### config.mk
export PLATFORM = sky130hd
export DESIGN_NAME = muldiv_unit_flat
export DESIGN_NICKNAME = d
export VERILOG_FILES = /design/src/rtl/muldiv_unit_if.sv /design/src/rtl/muldiv_unit.sv /design/src/flat_wrapper.sv
export SDC_FILE = /design/constraint.sdc
export NUM_CORES = 1
export LEC_CHECK = 0
export CORE_AREA = 2 2 215 217
export DETAILED_ROUTE_END_ITERATION = 10
export DIE_AREA = 0 0 217 219
export PLACE_DENSITY = 0.51
export SLEW_MARGIN = 20
export SYNTH_ARGS = -nofsm -noshare
export SYNTH_HDL_FRONTEND = slang
export SYNTH_SLANG_ARGS = --single-unit
### constraint.sdc
create_clock -name clk -period 4.4 [get_ports clk]
set_clock_uncertainty 0.15 [all_clocks]
set_input_delay 1.32 -clock clk [delete_from_list [all_inputs] [get_ports clk]]
set_output_delay 1.32 -clock clk [all_outputs]
set_load 0.05 [all_outputs]
### src/rtl/muldiv_unit_if.sv
// Request/result bundle between the execute stage and the multiply/divide unit.
// The master side drives operands and commands; the unit drives status and HI/LO.
interface muldiv_unit_if #(
    parameter int WIDTH = 32
);
    logic             start;
    logic [1:0]       op;
    logic [WIDTH-1:0] in1;
    logic [WIDTH-1:0] in2;
    logic             mthi;
    logic             mtlo;
    logic             flush;
    logic             busy;
    logic             done;
    logic [WIDTH-1:0] hi;
    logic [WIDTH-1:0] lo;

    modport master (
        output start, op, in1, in2, mthi, mtlo, flush,
        input  busy, done, hi, lo
    );

    modport slave (
        input  start, op, in1, in2, mthi, mtlo, flush,
        output busy, done, hi, lo
    );
endinterface

### src/rtl/muldiv_unit.sv
// Iterative radix-2 MULT/MULTU/DIV/DIVU unit with architectural HI/LO.
// Define MULDIV_FAST_MUL_EN for a single-cycle combinational multiply.
module muldiv_unit #(
    parameter int WIDTH = 32,
    parameter int CNT_W = 6
) (
    input logic          clk,
    input logic          rst_n,
    muldiv_unit_if.slave bus
);
    typedef enum logic [1:0] {IDLE, CALC, FINISH} state_t;

    state_t state_q, state_d;

    logic [CNT_W-1:0] cnt;
    logic             is_div;
    logic             neg_q;
    logic             neg_r;
    logic [WIDTH-1:0] acc;
    logic [WIDTH-1:0] sh;
    logic [WIDTH-1:0] opnd;
    logic [WIDTH-1:0] hi_q;
    logic [WIDTH-1:0] lo_q;
    logic             done_q;

    logic             sgn_op;
    logic             in_div;
    logic             div0;
    logic             fast_go;
    logic [WIDTH-1:0] mag1;
    logic [WIDTH-1:0] mag2;

    logic [WIDTH:0]     mul_sum;
    logic [WIDTH:0]     div_shift;
    logic               div_ge;
    logic [WIDTH-1:0]   div_rem;
    logic [2*WIDTH-1:0] prod;
    logic [2*WIDTH-1:0] prod_s;
    logic [WIDTH-1:0]   res_hi;
    logic [WIDTH-1:0]   res_lo;

    assign sgn_op = ~bus.op[0];
    assign in_div = bus.op[1];
    assign div0   = in_div && (bus.in2 == '0);

    assign mag1 = (sgn_op && bus.in1[WIDTH-1]) ? -bus.in1 : bus.in1;
    assign mag2 = (sgn_op && bus.in2[WIDTH-1]) ? -bus.in2 : bus.in2;

`ifdef MULDIV_FAST_MUL_EN
    logic [2*WIDTH-1:0] fast_prod;

    assign fast_prod = {{WIDTH{1'b0}}, mag1} * {{WIDTH{1'b0}}, mag2};
    assign fast_go   = ~in_div;
`else
    assign fast_go   = 1'b0;
`endif

    // acc:sh is the running product, or remainder:quotient for divide
    assign mul_sum   = {1'b0, acc} + (sh[0] ? {1'b0, opnd} : '0);
    assign div_shift = {acc, sh[WIDTH-1]};
    assign div_ge    = div_shift >= {1'b0, opnd};
    assign div_rem   = div_shift[WIDTH-1:0] - opnd;

    assign prod   = {acc, sh};
    assign prod_s = neg_q ? -prod : prod;

    always_comb begin
        res_hi = prod_s[2*WIDTH-1:WIDTH];
        res_lo = prod_s[WIDTH-1:0];
        if (is_div) begin
            res_hi = neg_r ? -acc : acc;
            res_lo = neg_q ? -sh : sh;
        end
    end

    always_comb begin
        state_d = state_q;
        unique case (state_q)
            IDLE: begin
                if (bus.start) begin
                    state_d = fast_go ? FINISH : CALC;
                end
            end
            CALC: begin
                if (bus.flush) begin
                    state_d = IDLE;
                end else if (cnt == CNT_W'(WIDTH - 1)) begin
                    state_d = FINISH;
                end
            end
            FINISH:  state_d = IDLE;
            default: state_d = IDLE;
        endcase
    end

    always_ff @(posedge clk or negedge rst_n) begin
        if (!rst_n) begin
            state_q <= IDLE;
            cnt     <= '0;
            is_div  <= 1'b0;
            neg_q   <= 1'b0;
            neg_r   <= 1'b0;
            acc     <= '0;
            sh      <= '0;
            opnd    <= '0;
            hi_q    <= '0;
            lo_q    <= '0;
            done_q  <= 1'b0;
        end else begin
            state_q <= state_d;
            done_q  <= 1'b0;
            unique case (state_q)
                IDLE: begin
                    if (bus.start) begin
                        cnt    <= '0;
                        is_div <= in_div;
                        acc    <= '0;
                        neg_q  <= sgn_op && !div0 &&
                                  (bus.in1[WIDTH-1] ^ bus.in2[WIDTH-1]);
                        neg_r  <= sgn_op && in_div && !div0 &&
                                  bus.in1[WIDTH-1];
                        // x/0 runs unsigned on raw in1: quotient all ones, rem in1
                        if (in_div) begin
                            sh   <= div0 ? bus.in1 : mag1;
                            opnd <= mag2;
                        end else begin
                            sh   <= mag2;
                            opnd <= mag1;
                        end
`ifdef MULDIV_FAST_MUL_EN
                        if (!in_div) begin
                            {acc, sh} <= fast_prod;
                        end
`endif
                    end else begin
                        if (bus.mthi) hi_q <= bus.in1;
                        if (bus.mtlo) lo_q <= bus.in1;
                    end
                end
                CALC: begin
                    if (!bus.flush) begin
                        cnt <= cnt + 1'b1;
                        if (is_div) begin
                            acc <= div_ge ? div_rem : div_shift[WIDTH-1:0];
                            sh  <= {sh[WIDTH-2:0], div_ge};
                        end else begin
                            acc <= mul_sum[WIDTH:1];
                            sh  <= {mul_sum[0], sh[WIDTH-1:1]};
                        end
                    end
                end
                FINISH: begin
                    if (!bus.flush) begin
                        hi_q   <= res_hi;
                        lo_q   <= res_lo;
                        done_q <= 1'b1;
                    end
                end
                default: ;
            endcase
        end
    end

    assign bus.busy = (state_q != IDLE);
    assign bus.done = done_q;
    assign bus.hi   = hi_q;
    assign bus.lo   = lo_q;
endmodule

### src/flat_wrapper.sv
// flat-port wrapper written by rule: the top's interface ports become plain ports
module muldiv_unit_flat 
#(
    parameter int WIDTH = 32,
    parameter int CNT_W = 6
)
  (clk, rst_n, bus_start, bus_op, bus_in1, bus_in2, bus_mthi, bus_mtlo, bus_flush, bus_busy, bus_done, bus_hi, bus_lo);
  muldiv_unit_if #(.WIDTH(WIDTH)) bus_i ();
  input logic clk;
  input logic rst_n;
  input wire logic [$bits(bus_i.start)-1:0] bus_start;
  input wire logic [$bits(bus_i.op)-1:0] bus_op;
  input wire logic [$bits(bus_i.in1)-1:0] bus_in1;
  input wire logic [$bits(bus_i.in2)-1:0] bus_in2;
  input wire logic [$bits(bus_i.mthi)-1:0] bus_mthi;
  input wire logic [$bits(bus_i.mtlo)-1:0] bus_mtlo;
  input wire logic [$bits(bus_i.flush)-1:0] bus_flush;
  output wire logic [$bits(bus_i.busy)-1:0] bus_busy;
  output wire logic [$bits(bus_i.done)-1:0] bus_done;
  output wire logic [$bits(bus_i.hi)-1:0] bus_hi;
  output wire logic [$bits(bus_i.lo)-1:0] bus_lo;
  assign bus_i.start = bus_start;
  assign bus_i.op = bus_op;
  assign bus_i.in1 = bus_in1;
  assign bus_i.in2 = bus_in2;
  assign bus_i.mthi = bus_mthi;
  assign bus_i.mtlo = bus_mtlo;
  assign bus_i.flush = bus_flush;
  assign bus_busy = bus_i.busy;
  assign bus_done = bus_i.done;
  assign bus_hi = bus_i.hi;
  assign bus_lo = bus_i.lo;
  muldiv_unit #(.WIDTH(WIDTH), .CNT_W(CNT_W)) u_core (.clk(clk), .rst_n(rst_n), .bus(bus_i));
endmodule
After elaboration in Yosys (flattened, before gate mapping)
Cells that the tools add are included. W data, S select, Z words.

Multiply operators: 0. Multiplexer cells: 37. Bitwise logic cells: 2. Shifts and indexed selects: 0. $add $sub $neg: 8. Reduce and logical (&&, ||, !) cells: 19. Equal/unequal tests: 10. Div/mod/pow operators: 0. Order comparisons: 1.

Operator list (number): $mux W32 (23); $pmux W32 S2 (4); $neg A32 Y32 (4); $mux W64 (1); $neg A64 Y64 (1); $add A32 B33 Y33 (1); $ge A33 B32 Y1 (1); $logic_not A32 Y1 (1); $sub A32 B32 Y32 (1); $mux W6 (2); $ne A2 B2 Y1 const B (6); $pmux W6 S2 (1); $logic_and A1 B1 Y1 (8); $reduce_and A4 Y1 (2); $add A6 B1 Y6 const B (1); $eq A6 B5 Y1 const B (1); $mux W2 (3); $reduce_bool A2 Y1 (3); $pmux W2 S2 (1); $reduce_and A2 Y1 (2); $ne A3 B2 Y1 const B (1); $reduce_and A3 Y1 (1); $eq A2 B1 Y1 const B (1); $eq A2 B2 Y1 const B (1); other kinds (5) (6).

Latch bits: 0. Bits in read-only memories: 0. RAM bits: 0. Memories: 0. Flip-flop bits (word level): 172. Logic and storage cells: 88. Output and inout bits: 66.

Longest topological paths before layout
Gate-level depths: netlist of the first run.

Depth after elaboration: 7. Gate-level depth with buffers: 14. Mapped depth without buffers: 13.

Worst setup path after synthesis of the first run
Ideal clock, no wire load.

Kind: input -> register. From: in bus_in2[16]. To: reg u_core.sh[25]. Stages on the path: 10. Setup time: 0.126 ns. Arrival: 3.850 ns. Path buffers: 2. Path slack: 0.274 ns. Path through: or4_1 or4_1 or4_4 buf_6 or2_1 buf_6 nand2_1 xor2_1 mux2i_1 a221o_1.

Word-level cells in the longest chain between the ends: 6. Elaborated cells on any way between the ends: 8. Those cells by class: add/sub (1); mux (5); reduce/logical (2).

Ends and longest elaborated chain: from (decl) (RTL line flat_wrapper.sv:14) `input wire logic [$bits(bus_i.in2)-1:0] bus_in2;`; branches (longest 3 deep; another with $neg A32 Y32); $mux W32 * (RTL line muldiv_unit.sv:123) `if (in_div) begin`; $mux W32 * (RTL line muldiv_unit.sv:114) `if (bus.start) begin`; $pmux W32 S2 * (RTL line muldiv_unit.sv:112) `unique case (state_q)`; to (signal assigned) (RTL line muldiv_unit.sv:124) `sh <= div0 ? bus.in1 : mag1;`; to (signal assigned) (RTL line muldiv_unit.sv:127) `sh <= mag2;`; to (signal assigned) (RTL line muldiv_unit.sv:145) `sh <= {sh[WIDTH-2:0], div_ge};`; to (decl) (RTL line muldiv_unit.sv:20) `logic [WIDTH-1:0] sh;`.

Mark *: on every way between the ends. The select of a mux whose other input is x is not followed. A chain may end at the register's enable or synchronous reset.

Worst setup path after layout of the first run
From: in bus_in2[10]. To: reg u_core.sh[30].

The elaborated chain is that of the path after synthesis.

==> flow_summary.toml, run 1 <==
[status]
outcome = "finished clean"

[route]
routed_wl_mm = 69.2
drt_iter0_drc = 1840
wl_per_cell_um = 24.0
drtAntennaViolNets = 0
vias_per_cell = 5.83
drtPass1Iterations = 5
drc = 0
via_count = 16818

[sta]
maxSlewHeadroom = 0.458
worst_hold_slack_ns = 0.325
period_needed_ns = 4.17
finalSetupViolCount = 0
fin_crit_sh = 0.947
hold_violations = 0
fmax_mhz = 240
rsz0062_at_grt = "no"
slew_viol_final = 0
worst_slew_pin_slew_ns = 0.813

[cts]
cts_root_buffer = "clkbuf_16"
cts.sinks = 172
htreeDepth = 4
cts_resized = 0
ctsHoldBuffers = 0
clock_latency_ns = 0.50
cts_inserted_buffers = 17
cts_tree = "yes"
clkSlewWorstSetupHoldPaths_ns = 0.08
cts_setup_buffers = 0
cts_buffer_depth = 2

[pwr]
power_mw = 11.8
leakage_nw = 8.14
peakVddDrop_v = 0.000445
power.density_nw_per_um2 = 613

[critical_path]
cp_common_cell = "or4_4"
critPathMaxFanout = 7
critPathMaxStageDelay_ns = 0.57
critPathTopFamily = "simple AND/OR/NAND/NOR gates"
crit_path_cell_trace = "clkdlybuf4s50_1 > or4_4 > or4_4 > or4_4 > o41ai_1 > xor2_1 > o221ai_1 > a21oi_1 > nor2_1"
worstSetupEndpointType = "register"
worst_ep_arrival_time_ns = 4.41
crit_required_ns = 4.64
path_buf_inv = 1
path_class = "in2reg"
critPathSlowestCell = "or4_4"
start_kind = "input pin"

[layout]
fin_nets = 2415
fillers = 4687
drive_above_1_share = 0.106
fin_area_um2 = 19200
utilization = 0.426
stdcell_count = 2886
area_growth_pct = 22.6

[synthesis]
yosysUniqueCellTypes = 72
synth_fp_nets = 2227
synth.top_cell.area_share = 0.275
synth_edf_count = 0
yosys.cell_count.top_type = "nand2_1"
synth_seq_cells = 172
synth-async-reset-ratio = 1.00
synthCells = 2084
ys_warn_count = 0
synth_common_cells = "229 x nand2_1, 226 x nor2_1, 207 x o21ai_0"
ys_top_cells_by_area = "dfrtp_1 27%, o21ai_0 6.6%, a21oi_1 6.2%"
seq_area_frac_synth = 0.275
syn_area_um2 = 15700
avgSynthCellArea_um2 = 7.52
synth_area_leader_cell = "dfrtp_1"
synth_flop_cell = "dfrtp_1"

[placement]
place_area_um2 = 18600
portBuffers = 137
hpwl_mm = 54.4
gp_congestion = 0.927
dp_cells = 2853

[die]
num_rows = 78
core_area_um2 = 45100
dieHeight_um = 219
io-pin-count = 138
die_w_um = 217
die-area_um2 = 47500
start_util = 0.348

[grt]
grt_max_degree = 66
overflow = 0
grt_pass1_wl_mm = 102
grt_pass1_vias = 15572
antenna_found_initial = 0
grt_usage = 0.290

[min_path]
hold_class = "reg2reg"

[flow_run]
maxCapViolCount = 0
-- cell usage in the layout, fill, tap and decap left out, drive strengths merged, types with 10 or more instances in the layout --
cell | netlist | routed
a31oi | 19 | 19
o41ai | 15 | 15
dfrtp | 172 | 172
a21oi | 195 | 195
xor2 | 97 | 97
ha | 69 | 69
or4 | 18 | 18
nand2 | 229 | 229
or3 | 20 | 20
a21o | 31 | 31
nand3 | 23 | 23
o211ai | 28 | 28
inv | 63 | 67
nand4 | 22 | 22
and3 | 19 | 19
o21a | 10 | 10
nand2b | 25 | 25
buf | 18 | 175
nor3 | 63 | 63
mux2i | 42 | 42
nor4 | 28 | 28
and2 | 12 | 12
nor2b | 11 | 11
nor2 | 226 | 226
a211oi | 22 | 22
clkbuf | 123 | 21
o31ai | 40 | 40
o21ai | 218 | 218
mux2 | 10 | 10
a22oi | 11 | 11
xnor2 | 94 | 94
clkdlybuf4s50 | 0 | 135
o221ai | 17 | 17
-- stage by stage --
step / TNS [ns] / setup WS, ns
global placement: -4.33 / -0.252
detailed placement: -5.95 / -0.262
finish: 0 / 0.234
global route: 0 / 0.161
CTS: 0 / 0.273
floorplan: 0 / 0.274
-- state kept, by name (all words and copies together) (netlist names) --
| register | cells |
|---|---|
| u_core.opnd | 32 |
| u_core.bus.lo | 32 |
| u_core.sh | 32 |
| u_core.neg_q | 1 |
| u_core.state_q | 2 |
| u_core.acc | 32 |
| u_core.cnt | 6 |
| u_core.bus.done | 1 |
| u_core.bus.hi | 32 |
| u_core.neg_r | 1 |
| u_core.is_div | 1 |
-- cell type report --
class,count,area (µm²),share of cell area
antenna,1,2.50,0.000130
clock buffer,21,460,0.0240
clock inverter,11,105,0.00547
inverter,63,236,0.0123
multi-input combinational,1708,10600,0.553
sequential,172,4310,0.224
tap,600,751,0.0391
timing repair buffer,310,2730,0.142
-- where the power goes --
part / leakage (nW) / internal, mW / total, mW / switching (mW)
registers: 2.13 / 2.03 / 2.70 / 0.670
clock network: 0.267 / 0.812 / 1.57 / 0.756
logic: 5.75 / 2.81 / 7.51 / 4.70
-- cells by family after synthesis --
kind of cell,Yosys count,synth area share
multiplexers,52,0.0340
flip-flops,172,0.275
AO/OA/AOI/OAI,668,0.259
adder cells (fa/ha/maj),71,0.0576
buffers and inverters,204,0.0503
XOR/XNOR,191,0.107
AND/OR/NAND/NOR,726,0.217
-- metal layers --
layer / vias up / wire [µm] / GRT usage
li1: 7883 / - / -
met1: 8154 / 32400 / 0.415
met2: 693 / 29700 / 0.438
met3: 88 / 4940 / 0.0506
met5: - / 0 / 0
met4: 0 / 2150 / 0.0991
-- worst reg2reg max path: stages (launching register included) --
cell       delay, ns
dfrtp_1         0.35
buf_4           0.17
and2_1          0.14
ha_1            0.19
inv_1           0.07
fa_1            0.39
nand2b_1        0.19
a21oi_1         0.21
o21ai_0         0.21
a21oi_1         0.45
a2111oi_0       0.21
nor2_1          0.23
nand4_1         0.13
a2111oi_0       0.56
a22o_1          0.21
-- final timing paths --
check	startpoint	end	slack, ns	cells after the start
setup / recovery	bus_in2[10]	u_core.sh[30]	0.23	9
hold / removal	u_core.bus.hi[22]	u_core.bus.hi[22]	0.32	2
setup reg to reg	u_core.sh[0]	u_core.acc[31]	0.48	14
hold reg to reg	u_core.bus.hi[22]	u_core.bus.hi[22]	0.32	2
max in group asynchronous	rst_n	u_core.acc[29]	2.50	2
min in group asynchronous	rst_n	u_core.bus.hi[6]	0.69	1
Power figures use the tool's default switching activity.
==> inputs of run 2 (changes only) <==
--- a/config.mk
+++ b/config.mk
@@ -5,10 +5,13 @@
 export SDC_FILE = /design/constraint.sdc
 export NUM_CORES = 1
 export LEC_CHECK = 0
+export CELL_PAD_IN_SITES_DETAIL_PLACEMENT = 1
+export CELL_PAD_IN_SITES_GLOBAL_PLACEMENT = 2
 export CORE_AREA = 2 2 215 217
+export CTS_BUF_LIST = sky130_fd_sc_hd__clkbuf_8
 export DETAILED_ROUTE_END_ITERATION = 10
 export DIE_AREA = 0 0 217 219
-export PLACE_DENSITY = 0.51
+export PLACE_DENSITY = 0.8
 export SLEW_MARGIN = 20
 export SYNTH_ARGS = -nofsm -noshare
 export SYNTH_HDL_FRONTEND = slang
==> run 2 against run 1 <==
- setup slack got worse by 0.066 ns
- register-to-register slack barely moved
- global-route usage rose by 1.2 points
- utilization fell by 0.44 points
- largest cell class unchanged
- highest routed layer unchanged
- worst hold slack improved by 0.0087 ns
- flip-flop and latch count did not move
- routed wire length rose by 4.3%
- critical endpoint is now u_core.opnd[30]
- count of clock-buffer cells in the layout fell by 4
- final area fell by 1.0%
- power fell by 2.6%
- via count rose by 1.1%
- critical path depth rose by 3
==> flow_summary.toml, run 2 (synthesis results as in run 1) <==
[die]
die-area_um2 = 47500
dieHeight_um = 219
num_rows = 78
start_util = 0.348
io-pin-count = 138
core_area_um2 = 45100
die_w_um = 217

[route]
drtPass1Iterations = 5
via_count = 17000
routed_wl_mm = 72.2
wl_per_cell_um = 25.0
drt_iter0_drc = 1694
vias_per_cell = 5.89
drtAntennaViolNets = 0
drc = 0

[critical_path]
critPathMaxFanout = 2
worst_ep_arrival_time_ns = 4.48
path_class = "in2reg"
worstSetupEndpointType = "register"
crit_required_ns = 4.65
start_kind = "input pin"

[cts]
cts_buffer_depth = 2
htreeDepth = 4
cts_tree = "yes"
clkSlewWorstSetupHoldPaths_ns = 0.10
cts_root_buffer = "clkbuf_8"
ctsHoldBuffers = 0
cts_setup_buffers = 0
cts_resized = 0
cts.sinks = 172
cts_inserted_buffers = 17
clock_latency_ns = 0.53

[min_path]
hold_class = "reg2reg"

[pwr]
p_comb_frac = 0.657
clkPwrFrac = 0.103
intPower_mw = 5.27
p_switching_mw = 6.21
swShare = 0.541
power.density_nw_per_um2 = 604
pwr-share-seq = 0.240
peakVddDrop_v = 0.000334
leakage_nw = 8.05
power_mw = 11.5

[layout]
drive_above_1_share = 0.107
fin_nets = 2415
area_growth_pct = 21.3
fin_area_um2 = 19000
utilization = 0.422
final_common_cell = "nand2_1"
layout_common_cells = "228 x nand2_1, 223 x nor2_1, 206 x o21ai_0"

[sta]
worst_hold_slack_ns = 0.334
fmax_mhz = 236
hold_violations = 0
rsz0062_at_grt = "no"
maxSlewHeadroom = 0.311
period_needed_ns = 4.23
fin_setup_tns_ns = 0
fin_crit_sh = 0.962
worst_slew_pin_slew_ns = 1.03
slew_viol_final = 0
finalSetupViolCount = 0

[placement]
place_area_um2 = 18600
gp_congestion = 0.967
hpwl_mm = 57.5
portBuffers = 137

[status]
outcome = "finished clean"

[grt]
grt_pass1_wl_mm = 108
grt_usage = 0.302
grt_max_degree = 99
antenna_found_initial = 1
grt_pass1_vias = 16934
overflow = 0

[flow_run]
maxCapViolCount = 0
==> run 2: cell count changes in the layout (fill, tap and decap cells not counted), moves of 2 or more <==
cell / previous run / this run
clkinvlp_4: 4 / 2
clkbuf_8: 2 / 17
clkbuf_1: 2 / 0
clkbuf_16: 17 / 0
inv_8: 0 / 3
diode_2: 1 / 3
==> run 2: worst paths after layout <==
| kind | slack, ns | startpoint | depth (start not counted) | endpoint |
|---|---|---|---|---|
| worst min-delay path | 0.33 | u_core.bus.hi[12] | 2 | u_core.bus.hi[12] |
| max in group asynchronous | 2.46 | rst_n | 2 | u_core.acc[23] |
| min in group asynchronous | 0.61 | rst_n | 1 | u_core.bus.hi[21] |
| worst max-delay path | 0.17 | bus_in1[1] | 12 | u_core.opnd[30] |
| worst max register to register | 0.49 | u_core.sh[0] | 14 | u_core.acc[30] |
| worst min register to register | 0.33 | u_core.bus.hi[12] | 2 | u_core.bus.hi[12] |
==> run 2: power by group through the flow <==
| stage | clock, mW | sequential (mW) | combinational, mW |
|---|---|---|---|
| after floorplan | 0 | 2.94 | 4.29 |
| after global placement | 0 | 2.72 | 7.31 |
| after detailed placement | 0 | 2.75 | 7.42 |
| after CTS | 1.20 | 2.72 | 7.47 |
| after global routing | 1.25 | 2.80 | 8.17 |
| final | 1.18 | 2.76 | 7.54 |
==> run 2: through the flow <==
stage          setup slack (ns)  cells
2_1_floorplan             0.274   2084
3_3_place_gp             -0.262   2853
3_5_place_dp             -0.324   2853
4_1_cts                   0.248   2884
5_1_grt                  0.0552   2885
6_report                  0.168   2887
==> run 2: per-layer routing <==
metal,routed length [µm],vias up,track usage,part of all wire
met5,0,-,0,0
met2,30300,661,0.438,0.42
li1,-,7872,-,-
met1,33500,8360,0.435,0.46
met4,2710,0,0.120,0.038
met3,5780,107,0.0608,0.080
==> run 2: final cells by class <==
cell class                 count  area, µm²
fill                        5566      26100
timing repair buffer         310       2720
multi-input combinational   1708      10600
tap                          600        751
antenna                        3       7.51
sequential                   172       4310
clock inverter                14        136
inverter                      63        236
clock buffer                  17        234
==> run 2: worst max-delay path: stages <==
cell and delay, ns:
clkdlybuf4s50_1 0.44, inv_1 0.10, ha_1 0.16, or4b_2 0.65, nor3_2 0.25, nand4b_1 0.21
or3_1 0.45, o41ai_2 0.35, buf_4 0.19, xnor2_1 0.07, o21ai_0 0.18, o21ai_0 0.10
